--- src/rtl/alu_mdu.sv ---
// Iterative MULT/MULTU/DIV/DIVU + MTHI/MTLO unit: WIDTH+1 cycles to DONE, start ignored while busy.
// Signed MULT/DIV sign handling only exists when ALU_MDU_SIGNED_EN is defined; otherwise they alias the unsigned ops.
module alu_mdu #(
  parameter int WIDTH = 32
) (
  input  logic             clk,
  input  logic             rst_n,
  input  logic             start,
  input  logic [2:0]       op,
  input  logic [WIDTH-1:0] param1,
  input  logic [WIDTH-1:0] param2,
  output logic             busy,
  output logic             done,
  output logic             div_by_zero,
  output logic [WIDTH-1:0] hi,
  output logic [WIDTH-1:0] lo
);

  localparam int CW = $clog2(WIDTH);

  typedef enum logic [1:0] {S_IDLE, S_CALC, S_FIX, S_DONE} state_t;

  state_t             r_state;
  logic [CW-1:0]      r_cnt;
  logic               r_is_div;
  logic               r_dbz;
  logic [WIDTH-1:0]   r_a;      // multiplicand or divisor magnitude
  logic [2*WIDTH-1:0] r_acc;    // product accumulator; low half is dividend/quotient for divide
  logic [WIDTH-1:0]   r_rem;

  logic [WIDTH-1:0]   w_p1_mag;
  logic [WIDTH-1:0]   w_p2_mag;
  logic [WIDTH:0]     w_add;
  logic [WIDTH:0]     w_trial;
  logic               w_ge;
  logic [WIDTH-1:0]   w_diff;
  logic [WIDTH-1:0]   w_fix_hi;
  logic [WIDTH-1:0]   w_fix_lo;

`ifdef ALU_MDU_SIGNED_EN
  logic               r_neg_res;
  logic               r_neg_rem;
  logic               w_p1_neg;
  logic               w_p2_neg;
  logic [2*WIDTH-1:0] w_prod;
  logic [WIDTH-1:0]   w_quo;
  logic [WIDTH-1:0]   w_rem;

  assign w_p1_neg = op[0] & param1[WIDTH-1];
  assign w_p2_neg = op[0] & param2[WIDTH-1];
  assign w_p1_mag = w_p1_neg ? -param1 : param1;
  assign w_p2_mag = w_p2_neg ? -param2 : param2;
  assign w_prod   = r_neg_res ? -r_acc : r_acc;
  assign w_quo    = r_neg_res ? -r_acc[WIDTH-1:0] : r_acc[WIDTH-1:0];
  assign w_rem    = r_neg_rem ? -r_rem : r_rem;
  assign w_fix_hi = r_is_div ? w_rem : w_prod[2*WIDTH-1:WIDTH];
  assign w_fix_lo = r_is_div ? w_quo : w_prod[WIDTH-1:0];
`else
  assign w_p1_mag = param1;
  assign w_p2_mag = param2;
  assign w_fix_hi = r_is_div ? r_rem : r_acc[2*WIDTH-1:WIDTH];
  assign w_fix_lo = r_acc[WIDTH-1:0];
`endif

  assign w_add   = {1'b0, r_acc[2*WIDTH-1:WIDTH]} + (r_acc[0] ? {1'b0, r_a} : {(WIDTH+1){1'b0}});
  assign w_trial = {r_rem, r_acc[WIDTH-1]};
  assign w_ge    = w_trial >= {1'b0, r_a};
  // Restored remainder is always below 2^WIDTH, so the subtraction can drop the top bit.
  assign w_diff  = w_trial[WIDTH-1:0] - r_a;

  always_ff @(posedge clk or negedge rst_n) begin
    if (!rst_n) begin
      r_state     <= S_IDLE;
      r_cnt       <= '0;
      r_is_div    <= 1'b0;
      r_dbz       <= 1'b0;
      r_a         <= '0;
      r_acc       <= '0;
      r_rem       <= '0;
      busy        <= 1'b0;
      done        <= 1'b0;
      div_by_zero <= 1'b0;
      hi          <= '0;
      lo          <= '0;
`ifdef ALU_MDU_SIGNED_EN
      r_neg_res   <= 1'b0;
      r_neg_rem   <= 1'b0;
`endif
    end else begin
      case (r_state)
        S_IDLE, S_DONE: begin
          done        <= 1'b0;
          div_by_zero <= 1'b0;
          r_state     <= S_IDLE;
          if (start) begin
            case (op)
              3'b000, 3'b001, 3'b010, 3'b011: begin
                r_is_div <= op[1];
                r_dbz    <= op[1] && (param2 == '0);
                r_a      <= op[1] ? w_p2_mag : w_p1_mag;
                r_acc    <= {{WIDTH{1'b0}}, (op[1] ? w_p1_mag : w_p2_mag)};
                r_rem    <= '0;
                r_cnt    <= '0;
                busy     <= 1'b1;
                r_state  <= S_CALC;
`ifdef ALU_MDU_SIGNED_EN
                r_neg_res <= w_p1_neg ^ w_p2_neg;
                r_neg_rem <= w_p1_neg;
`endif
              end
              3'b100:  hi <= param1;
              3'b101:  lo <= param1;
              default: ;
            endcase
          end
        end
        S_CALC: begin
          if (r_is_div) begin
            r_rem             <= w_ge ? w_diff : w_trial[WIDTH-1:0];
            r_acc[WIDTH-1:0]  <= {r_acc[WIDTH-2:0], w_ge};
          end else begin
            r_acc <= {w_add, r_acc[WIDTH-1:1]};
          end
          r_cnt <= r_cnt + CW'(1);
          if (r_cnt == CW'(WIDTH-1)) r_state <= S_FIX;
        end
        S_FIX: begin
          hi          <= w_fix_hi;
          lo          <= w_fix_lo;
          busy        <= 1'b0;
          done        <= 1'b1;
          div_by_zero <= r_dbz;
          r_state     <= S_DONE;
        end
        default: r_state <= S_IDLE;
      endcase
    end
  end

endmodule

--- config.mk ---
export PLATFORM = sky130hd
export DESIGN_NAME = alu_mdu
export DESIGN_NICKNAME = d
export VERILOG_FILES = /design/src/rtl/alu_mdu.sv
export SDC_FILE = /design/constraint.sdc
export NUM_CORES = 1
export LEC_CHECK = 0
export ABC_AREA = 1
export CORE_ASPECT_RATIO = 1.1
export CORE_MARGIN = 2
export CORE_UTILIZATION = 50
export CTS_CLUSTER_DIAMETER = 60
export DETAILED_ROUTE_END_ITERATION = 7
export GPL_TIMING_DRIVEN = 0
export PLACE_DENSITY_LB_ADDON = 0.3
export SETUP_SLACK_MARGIN = 0.5
export SYNTH_ARGS = -nofsm -noshare
export SYNTH_HDL_FRONTEND = slang
export SYNTH_SLANG_ARGS = --single-unit
--- constraint.sdc ---
create_clock -name clk -period 7.5 [get_ports clk]
set_input_delay 1.5 -clock clk [delete_from_list [all_inputs] [get_ports clk]]
set_output_delay 1.5 -clock clk [all_outputs]
set_load 0.02 [all_outputs]
Yosys cells after proc, flatten, opt, wreduce, memory -nomap -nowiden
Index checks and enable logic that the tools add are counted.
{"block": "op_classes", "n_eq_ne": 16, "n_reduce_logical": 15, "n_mux": 32, "addsub": 3, "order_cmp": 1}
{"operator": "2-to-1 mux 32 bit", "n": 14}
{"operator": "one-hot mux 32 bit (2 select lines)", "n": 3}
{"operator": "2-to-1 mux 64 bit", "n": 2}
{"operator": "one-hot mux 64 bit (2 select lines)", "n": 1}
{"operator": "adder 32 x 32 -> 33 bit", "n": 1}
{"operator": "greater-or-equal comparator 33 x 32 -> 1 bit", "n": 1}
{"operator": "zero test 32 bit", "n": 1}
{"operator": "subtractor 32 bit", "n": 1}
{"operator": "AND reduction 3 bit", "n": 5}
{"operator": "2-to-1 mux 5 bit", "n": 2}
{"operator": "one-hot mux 5 bit (2 select lines)", "n": 1}
{"operator": "inequality test 2 bit, second input constant", "n": 4}
{"operator": "AND reduction 4 bit", "n": 2}
{"operator": "equality test 3 x 2 -> 1 bit, second input constant", "n": 2}
{"operator": "equality test 3 bit, second input constant", "n": 2}
{"operator": "inequality test 2 x 1 -> 1 bit, second input constant", "n": 3}
{"operator": "one-hot mux 1 bit (2 select lines)", "n": 3}
{"operator": "one-hot mux 2 bit (3 select lines)", "n": 1}
{"operator": "adder 5 x 1 -> 5 bit, second input constant", "n": 1}
{"operator": "equality test 5 bit, second input constant", "n": 1}
{"operator": "equality test 2 bit, second input constant", "n": 2}
{"operator": "2-to-1 mux 1 bit", "n": 4}
{"operator": "nonzero test 2 bit", "n": 2}
{"operator": "OR reduction 4 bit", "n": 1}
{"operator": "7 further kinds", "n": 7}
{"block": "totals", "ff_bits": 204, "wordCells": 80, "in_bits": 70}

Longest topological paths before layout
Gate-level depths: netlist (run 1).
{"block": "depth", "depth_word": 5, "mapped_depth": 19}

Worst setup path after synthesis (run 1)
OpenSTA, ideal clock, no wires.
{"block": "synth_timing", "path_type": "input port to flip-flop", "from": "input port start", "to": "register r_rem[4]", "arrival_time_ps": 2447, "required_ps": 7366, "setup_time_ps": 134, "cell_stages": 9, "path_slack_ps": 4919, "path_cell_list": "inv_1 nor2_1 nand2_1 o21ai_2 inv_2 buf_6 nor2_1 clkbuf_1 o21ai_0"}
{"block": "synth_between", "elab_chain_cells": 2}
{"element": "start: declaration", "line": "8", "rtl": "input logic start,"}
{"element": "inequality test 2 bit (no source line)"}
{"element": "AND reduction 4 bit (no source line)"}
{"element": "end signal: assignment", "line": "119", "rtl": "r_rem <= w_ge ? w_diff : w_trial[WIDTH-1:0];"}
{"element": "end: declaration", "line": "29", "rtl": "logic [WIDTH-1:0] r_rem;"}
Every way passes these cells.
A chain may end at the register's enable or synchronous reset.

Worst setup path in the final report (run 1)
{"block": "layout_timing", "from": "register r_acc[0]", "to": "register r_acc[61]"}
{"block": "layout_between", "elab_chain_cells": 4}
{"element": "start: declaration", "line": "28", "rtl": "logic [2*WIDTH-1:0] r_acc;"}
{"element": "start signal: assignment", "line": "101", "rtl": "r_acc <= {{WIDTH{1'b0}}, (op[1] ? w_p1_mag : w_p2_mag)};"}
{"element": "start signal: indexed assignment", "line": "120", "rtl": "r_acc[WIDTH-1:0] <= {r_acc[WIDTH-2:0], w_ge};"}
{"element": "start signal: assignment", "line": "122", "rtl": "r_acc <= {w_add, r_acc[WIDTH-1:1]};"}
{"element": "2-to-1 mux 32 bit", "line": "65", "rtl": "assign w_add = {1'b0, r_acc[2*WIDTH-1:WIDTH]} + (r_acc[0] ? {1'b0, r_a} : {(WIDTH+1){1'b0}});"}
{"element": "adder 32 x 32 -> 33 bit", "line": "65"}
{"element": "2-to-1 mux 32 bit", "line": "118", "rtl": "if (r_is_div) begin"}
{"element": "one-hot mux 64 bit (2 select lines)", "line": "90", "rtl": "case (r_state)"}
Every way passes these cells. The select of a mux whose other input is x is not followed.

==> results of run 1 <==
-- synth_stat cells (all sizes together) (2+ instances only) --
cell type	number	area (um2)
nor3	7	35.03
nor4	12	75.07
ha	69	863.3
fa	2	40.04
clkbuf	62	232.7
nand2	725	2746
and2	9	56.30
a31oi	67	419.2
xnor2	14	122.6
o21a	4	30.03
a21o	6	45.04
o211ai	64	480.5
o21ai	127	646.9
inv	307	1152
a21oi	102	518.0
or2	4	25.02
dfrtp	204	5105
o21bai	4	30.03
buf	30	188.9
xor2	4	35.03
nand3b	7	52.55
nand3	158	830.8
nand4	46	287.8
o31ai	2	15.01
nor2	178	693.2
-- path summary, 6_finish.rpt --
kind / cells after the start / slack, ps / to / start
worst max-delay path: 17 / 3690 / r_acc[61]$_DFFE_PN0P_ / r_acc[0]$_DFFE_PN0P_
worst min-delay path: 2 / 480 / done$_DFFE_PN0P_ / done$_DFFE_PN0P_
worst max register to register: 17 / 3690 / r_acc[61]$_DFFE_PN0P_ / r_acc[0]$_DFFE_PN0P_
worst min register to register: 2 / 480 / done$_DFFE_PN0P_ / done$_DFFE_PN0P_
max in group asynchronous: 2 / 5860 / r_rem[28]$_DFFE_PN0P_ / rst_n
min in group asynchronous: 1 / 880 / lo[9]$_DFFE_PN0P_ / rst_n
-- state kept, by name, summed over array words and instances, names as in the netlist, 2 cells and up --
name,flops
r_state,2
lo,32
r_cnt,5
r_rem,32
r_a,32
hi,32
r_acc,64
-- final cells by class --
| type | count | area (um2) |
|---|---|---|
| Multi-Input combinational cell | 1615 | 8079 |
| Timing Repair Buffer | 138 | 1421 |
| Buffer | 92 | 421.7 |
| Inverter | 307 | 1152 |
| Tap cell | 368 | 460.4 |
| Clock inverter | 9 | 92.59 |
| Clock buffer | 33 | 748.2 |
| Sequential cell | 204 | 5105 |
| Fill cell | 2746 | 11390 |
-- layout by cell type, fill, tap and decap left out, types with 63 or more instances in the layout --
cell             count
dfrtp_1            204
a21oi_1            100
clkdlybuf4s50_1    135
clkbuf_1            63
nor2_1             170
o211ai_1            64
a31oi_1             67
o21ai_0            114
nand2_1            717
nand3_1            150
inv_1              300
ha_1                69
-- metal layers --
layer  global-route usage  part of all wire  wire (um)
met1               0.4808              0.41      23250
met2               0.6093              0.45      25840
met3              0.05003             0.085       4874
met4               0.1937             0.055       3151
met5                    0                 0          0
-- kinds of logic after synthesis --
family	after synthesis	share of synthesized area
AOI/OAI and AO/OA	380	0.1501
xor gates and xnor gates	18	0.01068
adders and majority gates	71	0.06121
buffers and inverters	399	0.1067
DFF	204	0.3459
and+or+nand+nor	1146	0.3254
-- power breakdown --
part	internal, mW	switching [mW]
Clock	0.736	0.516
Sequential	1.54	0.363
Combinational	1.23	2.49
Total	3.51	3.37
-- worst register-to-register path, cell delays in order, from the launching register on --
cell and delay, ps:
dfrtp_1 320, clkbuf_1 410, clkbuf_1 480, nand2_1 100, inv_1 80, ha_1 190, inv_1 70, fa_1 350
inv_1 180, nand3_1 100, nand2_1 160, a21oi_1 160, o21ai_0 620, nand2_1 220, nand2_1 110, nand2_1 50
nand3_1 70, nand2_1 50
-- per-stage QoR --
stage,util,cell area [um2],cells,hold WS [ps]
global route,0.6055,17480,2766,536.0
global placement,0.5743,16580,2722,464.9
CTS,0.6055,17480,2766,483.0
floorplan,-,14760,2218,452.0
finish,0.6055,17480,2766,476.0
detailed placement,0.5763,16640,2724,469.9
==> flow_summary_export.csv, run 1 <==
group,metric,value,unit
cells_and_area,area_growth,18.45,%
place,place_ws,3661,ps
pwr,powerDensity,393.2,nW/um2
critical_path,cp_slowest_cell,"o21ai_0",
critical_path,critical_path_class,"flop to flop",
timing,fin_skew,9.997,ps
place,globalplace.congestion,1.022,
hold_path,hp-class,"flop to flop",
global_route,grt_util_all_layers,0.3712,
die,io_pins,137,
timing,setup_ws,3693,ps
cells_and_area,insertedDiodeCount,0,
critical_path,cp-start-kind,"flop",
timing,finalSetupViolCount,0,
die,fp.dieW,167.8,um
global_route,grt_max_degree,83,
critical_path,endpoint_kind,"flop",
route,via_count,16110,
yosys,ys.flop_type,"dfrtp_1",
clocking,clk_path_buf_depth,3,
timing,fin_crit_sh,0.5076,
critical_path,cp.required,7930,ps
yosys,synthDistinctLibCells,42,
global_route,grt_pass1_vias,15820,
yosys,synth_edf_count,0,
yosys,ys_warn_count,0,
critical_path,slowest_delay,620,ps
clocking,cts_max_level,1,
die,die_area,30910,um2
outcome,outcome,"finished clean",
yosys,synth-async-reset-ratio,1.000,
clocking,clkSlewWorstSetupHoldPaths,60,ps
route,wl_per_cell,20.65,um
clocking,root_buffer,"clkbuf_16",
place,dp_hpwl,46040,um
route,finalWirelength,57110,um
global_route,grt_overflow,0,
cells_and_area,nNetsFinal,2525,
route,detail-route-antenna-nets,0,
critical_path,critPathArrivalTime,4240,ps
timing,fmax,0.2627,GHz
yosys,synth_area,14760,um2
pwr,power,6.874,mW
timing,worst_slew_pin_slew,774.7,ps
timing,setup_tns,0,ps
route,routed_via_density,5.823,
clocking,clock-sinks,204,
route,drtPass1Iterations,5,
cells_and_area,drive_above_1_share,0.04504,
pwr,power_leakage,8.914,nW
clocking,clock_latency,540,ps
global_route,antenna_found_initial,0,
clocking,post_cts_buffers,0,
timing,rsz0062_at_grt,"no",
die,core_area,28870,um2
place,port_buffers,136,
clocking,cts_resized,0,
clocking,cts_tree,"built",
timing,period_needed,3807,ps
yosys,seq_area_frac_synth,0.3459,
timing,slew_viol_final,0,
timing,relSlewSlack,0.4835,
critical_path,path_cells,"clkbuf_1, clkbuf_1, nand2_1, inv_1, ha_1, inv_1, fa_1, inv_1, nand3_1, nand2_1, a21oi_1, o21ai_0, nand2_1, nand2_1, nand2_1, nand3_1, nand2_1",
critical_path,critPathMostFrequentCell,"nand2_1",
critical_path,cpLargestDelayFamily,"buffers and inverters",
yosys,synth_cells,2218,
route,drc,0,
critical_path,path_buf_inv,5,
route,drt_iter0_markers,1632,
yosys,synth_area_per_cell,6.654,um2
die,die_y,184.2,um
clocking,ctsHoldBuffers,0,
critical_path,worstPathMaxFanout,10,
die,start_util,0.5112,
pwr,ir_drop,0.1993,mV
clocking,cts_buffers,26,
run,max-cap-violations,0,
yosys,syn-num-nets,2359,
yosys,synth_seq_cells,204,
die,fp-row-count,65,
global_route,grt_first_pass_wirelength,87950,um
timing,hold_viol,0,
Note: power is estimated with default switching activity, not from simulation.
==> run 2: changes to the inputs <==
==> constraint.sdc (replaced) <==
create_clock -name clk -period 3.99 [get_ports clk]
set_input_delay 0.798 -clock clk [delete_from_list [all_inputs] [get_ports clk]]
set_output_delay 0.798 -clock clk [all_outputs]
set_load 0.02 [all_outputs]
==> run 2 against run 1 <==
  * Via count up 0.14%
  * Fmax increased by 19%
  * Largest power group unchanged
  * Clock skew about the same
  * Sequential power increased by 88%
  * Largest cell class unchanged
==> flow_summary_export.csv, run 2 (synthesis gave the netlist of run 1 again) <==
group,metric,value,unit
timing,period_needed,3201,ps
timing,setup_tns,0,ps
global_route,antenna_found_initial,0,
clocking,clock_latency,530,ps
run,max-cap-violations,0,
route,wl_per_cell,20.67,um
cells_and_area,layout_commonest_cell,"nand2_1",
route,drt_iter0_markers,1634,
clocking,cts_buffers,26,
clocking,cts_max_level,1,
critical_path,endpoint_kind,"flop",
clocking,post_cts_buffers,0,
critical_path,cp.depth,17,
pwr,power,12.93,mW
critical_path,critical_path_class,"flop to flop",
cells_and_area,insertedDiodeCount,0,
route,detail-route-antenna-nets,0,
pwr,ir_drop,0.3739,mV
place,port_buffers,136,
critical_path,path_cells,"clkbuf_2, clkbuf_2, nand2_1, inv_1, ha_1, inv_1, fa_1, inv_1, nand3_1, nand2_1, a21oi_1, o21ai_1, nand2_1, nand2_1, nand2_1, nand3_1, nand2_1",
place,dpl-instance-area,16640,um2
global_route,grt_util_all_layers,0.3712,
timing,fin_skew,10.11,ps
hold_path,hp-class,"primary input to asynchronous set/reset pin",
timing,slew_viol_final,0,
critical_path,cp-start-kind,"flop",
clocking,clkSlewWorstSetupHoldPaths,60,ps
timing,hold_viol,0,
critical_path,critPathMostFrequentCell,"nand2_1",
die,core_area,28870,um2
critical_path,critPathArrivalTime,3630,ps
cells_and_area,regMostFlops,"r_acc",
cells_and_area,largest_register_ffs,64,
timing,rsz0062_at_grt,"no",
critical_path,reg2reg_depth,17,
cells_and_area,area_growth,18.47,%
clocking,clk_path_buf_depth,3,
global_route,grt_overflow,0,
cells_and_area,n_fill_cell,2746,
cells_and_area,fin_area,17480,um2
clocking,root_buffer,"clkbuf_16",
route,drc,0,
timing,relSlewSlack,0.4817,
cells_and_area,nNetsFinal,2525,
clocking,cts_tree,"built",
critical_path,cp.required,4420,ps
route,routed_via_density,5.831,
global_route,grt_first_pass_wirelength,87950,um
critical_path,cpLargestDelayFamily,"buffers and inverters",
cells_and_area,mostFrequentLayoutCells,"717 x nand2_1, 300 x inv_1, 204 x dfrtp_1, 170 x nor2_1, 150 x nand3_1",
route,drtPass1Iterations,8,
global_route,grt_max_degree,83,
die,die_area,30910,um2
die,fp.dieW,167.8,um
place,dp.cells,2724,
cells_and_area,drive_above_1_share,0.04587,
clocking,clock-sinks,204,
critical_path,r2r_start,"r_acc[0]$_DFFE_PN0P_",
timing,worst_slew_pin_slew,777.5,ps
critical_path,r2r-end,"r_acc[61]$_DFFE_PN0P_",
critical_path,cp_slowest_cell,"o21ai_1",
critical_path,rrSetupSlack,790,ps
place,globalplace.congestion,1.022,
critical_path,path_buf_inv,5,
timing,fin_crit_sh,0.8022,
route,via_count,16130,
global_route,grt_pass1_vias,15820,
timing,fmax,0.3124,GHz
die,io_pins,137,
route,finalWirelength,57170,um
pwr,powerDensity,739.4,nW/um2
critical_path,worstPathMaxFanout,10,
critical_path,endpoint,"r_acc[61]$_DFFE_PN0P_",
die,fp-row-count,65,
outcome,outcome,"finished clean",
die,start_util,0.5112,
pwr,power_leakage,8.919,nW
critical_path,crit_start,"r_acc[0]$_DFFE_PN0P_",
critical_path,slowest_delay,430,ps
place,dp_hpwl,46040,um
timing,finalSetupViolCount,0,
cells_and_area,stdcell_count,2766,
die,die_y,184.2,um
run 2: report_power, final:
part	total, mW	internal [mW]	switching [mW]
clock network	2.36	1.38	0.975
logic	6.99	2.32	4.67
registers	3.57	2.89	0.683
run 2: repair_timing:
item | CTS | global route
resized for setup | 1 | 4
hold buffers | 0 | 0
setup endpoints to repair | 3 | 10
run 2: how the worst min path moves through the flow:
| stage | end | depth (start not counted) |
|---|---|---|
| final | lo[9]$_DFFE_PN0P_ | 1 |
| after global placement | done$_DFFE_PN0P_ | 2 |
| after detailed placement | done$_DFFE_PN0P_ | 2 |
| after CTS | lo[9]$_DFFE_PN0P_ | 1 |
| after floorplan | r_dbz$_DFFE_PN0P_ | 2 |
| after global routing | lo[9]$_DFFE_PN0P_ | 1 |
run 2: metal layers:
metal / track usage / wire length (um) / vias up
li1: - / - / 7560
met1: 0.4808 / 23250 / 7557
met2: 0.6093 / 25840 / 835
met3: 0.05003 / 4857 / 177
met4: 0.1937 / 3227 / 0
met5: 0 / 0 / -
run 2: final cells by class:
cell class | instances | area, um2 | share of cell area
plain buffers | 92 | 424.2 | 0.02426
clock buffers | 33 | 748.2 | 0.04280
clock inverters | 9 | 92.59 | 0.005296
inverters | 307 | 1152 | 0.06591
multi-input cells | 1615 | 8079 | 0.4621
flip-flops and latches | 204 | 5105 | 0.2920
well taps | 368 | 460.4 | 0.02634
repair buffers | 138 | 1421 | 0.08130
run 2: stage by stage:
step | hold WS, ps | util | setup slack, ps
2_1_floorplan | 452.0 | - | 1420
3_3_place_gp | 464.9 | 0.5743 | -6691
3_5_place_dp | 469.9 | 0.5763 | 325.1
4_1_cts | 188.5 | 0.6055 | 511.2
5_1_grt | 189.9 | 0.6055 | 608.7
6_report | 173.9 | 0.6055 | 789.3
==> run 3: changes to the inputs <==
==> constraint.sdc (replaced) <==
create_clock -name clk -period 3 [get_ports clk]
set_input_delay 0.6 -clock clk [delete_from_list [all_inputs] [get_ports clk]]
set_output_delay 0.6 -clock clk [all_outputs]
set_load 0.02 [all_outputs]
==> run 3 against run 2 <==
  * Fmax grew 21%
  * Clock power grew 51%
  * Total power grew 40%
  * Critical path depth shrank 7
  * Combinational power grew 39%
  * Design area grew 3.7%
  * First-iteration DRC count shrank 5.5%
  * Setup slack lost 430 ps
  * Hold slack lost 170 ps
  * Critical endpoint is now r_acc[45]$_DFFE_PN0P_
  * Largest power group unchanged
  * Highest routed layer is now met5
==> flow_summary_export.csv, run 3 (synthesis gave the netlist of run 1 again) <==
group,metric,value,unit
global_route,grt-busiest-layer,"met2",
cells_and_area,mostFrequentLayoutCells,"701 x nand2_1, 298 x inv_1, 204 x dfrtp_1, 154 x nor2_1, 146 x nand3_1",
timing,hold_viol,0,
critical_path,cp.required,3480,ps
cells_and_area,stdcell_count,2792,
place,port_buffers,136,
critical_path,r2r_start,"r_state[1]$_DFFE_PN0P_",
clocking,clock_latency,570,ps
critical_path,cp-start-kind,"flop",
clocking,cts_buffers,28,
place,place_ws,-509.6,ps
route,routed_via_density,5.835,
place,globalplace.congestion,1.016,
route,drc,0,
place,dp.cells,2723,
critical_path,critPathArrivalTime,3120,ps
clocking,cts_max_level,1,
hold_path,hp-class,"primary input to asynchronous set/reset pin",
clocking,clkSlewWorstSetupHoldPaths,60,ps
cells_and_area,drive_above_1_share,0.09035,
route,via_count,16290,
die,core_area,28870,um2
global_route,grt_max_degree,117,
run,max-cap-violations,0,
clocking,root_buffer,"clkbuf_16",
die,fp.dieW,167.8,um
timing,rsz0062_at_grt,"yes",
route,drtPass1Iterations,7,
route,wl_per_cell,20.58,um
global_route,grtUsageMet1,0.4620,
place,dp_hpwl,45330,um
critical_path,endpoint_kind,"flop",
global_route,antenna_found_initial,2,
global_route,grt_overflow,0,
timing,fin_crit_sh,0.8801,
critical_path,rrSetupSlack,360,ps
timing,fin_skew,19.77,ps
critical_path,critical_path_class,"flop to flop",
die,die_y,184.2,um
timing,fmax,0.3787,GHz
outcome,outcome,"finished clean",
clocking,cts_tree,"built",
timing,setup_ws,359.7,ps
pwr,power,18.08,mW
timing,finalSetupViolCount,0,
global_route,grt_pass1_vias,15940,
critical_path,reg2reg_depth,10,
clocking,ctsHoldBuffers,0,
route,finalWirelength,57460,um
global_route,met3_usage,0.05841,
timing,whs,8.816,ps
cells_and_area,insertedDiodeCount,0,
cells_and_area,layout_commonest_cell,"nand2_1",
cells_and_area,area_growth,22.89,%
pwr,powerDensity,996.8,nW/um2
global_route,grt_first_pass_wirelength,87620,um
cells_and_area,nNetsFinal,2543,
die,io_pins,137,
timing,period_needed,2640,ps
critical_path,worstPathMaxFanout,10,
cells_and_area,post-route-util,0.6282,
clocking,clock-sinks,204,
pwr,ir_drop,0.5285,mV
timing,relSlewSlack,0.5013,
cells_and_area,regMostFlops,"r_acc",
timing,slew_viol_final,0,
clocking,clk_path_buf_depth,3,
route,detail-route-antenna-nets,0,
die,die_area,30910,um2
cells_and_area,largest_register_ffs,64,
die,start_util,0.5112,
die,fp-row-count,65,
timing,worst_slew_pin_slew,748.0,ps
global_route,grt_util_all_layers,0.3688,
critical_path,r2r-end,"r_acc[45]$_DFFE_PN0P_",
global_route,use_met2,0.6226,
cells_and_area,n_fill_cell,2687,
route,drt_iter0_markers,1544,
pwr,power_leakage,9.174,nW
[run 3: cell types whose count changed in the layout (fill, tap and decap cells not counted), sizes merged]
cell    change
buf        +18
clkinv      +1
bufinv      +2
inv         +5
[run 3: routing by layer]
| layer | up-vias | part of all wire |
|---|---|---|
| met5 | - | 0.00016 |
| met4 | 2 | 0.053 |
| met3 | 186 | 0.094 |
| met2 | 886 | 0.46 |
| met1 | 7610 | 0.39 |
| li1 | 7608 | - |
[run 3: worst max-delay path, cell delays in order (launching register included)]
cell and delay (ps):
dfrtp_1 390, inv_1 100, ha_1 150, buf_4 180, inv_2 160, nor2_2 310, nand2_1 430, inv_2 250
buf_2 290, nand2_1 100, o21ai_0 170
[run 3: repair_timing]
action                                 in CTS  in global routing
gates resized for setup                    42                 80
buffers inserted                            7                  9
pin swaps                                   3                 10
endpoints found under the hold margin       0                  0
cloned                                      0                  1
setup endpoints to repair                  51                 88
[run 3: layout make-up]
cell class	count	area (um2)	share of cell area
repair buffers	154	1525	0.08410
plain buffers	92	478.0	0.02635
well taps	368	460.4	0.02539
clock buffers	35	777.0	0.04284
inverters	307	1152	0.06354
clock inverters	17	216.5	0.01194
multi-input cells	1615	8422	0.4644
flip-flops and latches	204	5105	0.2815
[run 3: metrics by stage]
step / area [um2] / TNS [ps]
2_1_floorplan: 14760 / 0
3_3_place_gp: 16580 / -1531720
3_5_place_dp: 16610 / -2105
4_1_cts: 17790 / 0
5_1_grt: 18140 / 0
6_report: 18140 / 0
[run 3: how the worst max path moves through the flow]
| stage | start | end | slack [ps] | depth (start not counted) |
|---|---|---|---|---|
| finish | r_state[1]$_DFFE_PN0P_ | r_acc[45]$_DFFE_PN0P_ | 360 | 10 |
| global route | r_state[1]$_DFFE_PN0P_ | r_acc[39]$_DFFE_PN0P_ | 320 | 10 |
| CTS | r_acc[0]$_DFFE_PN0P_ | r_acc[61]$_DFFE_PN0P_ | 470 | 17 |
| detailed placement | r_acc[0]$_DFFE_PN0P_ | r_acc[61]$_DFFE_PN0P_ | -510 | 17 |
| global placement | rst_n | r_acc[59]$_DFFE_PN0P_ | -7520 | 1 |
| floorplan | r_acc[0]$_DFFE_PN0P_ | r_acc[53]$_DFFE_PN0P_ | 510 | 17 |
[run 3: where the power goes]
part           switching (mW)  total, mW  internal (mW)
Clock                    1.43       3.57           2.13
Sequential              0.969       4.82           3.85
Combinational            6.37       9.69           3.32
Total                    8.77       18.1           9.30
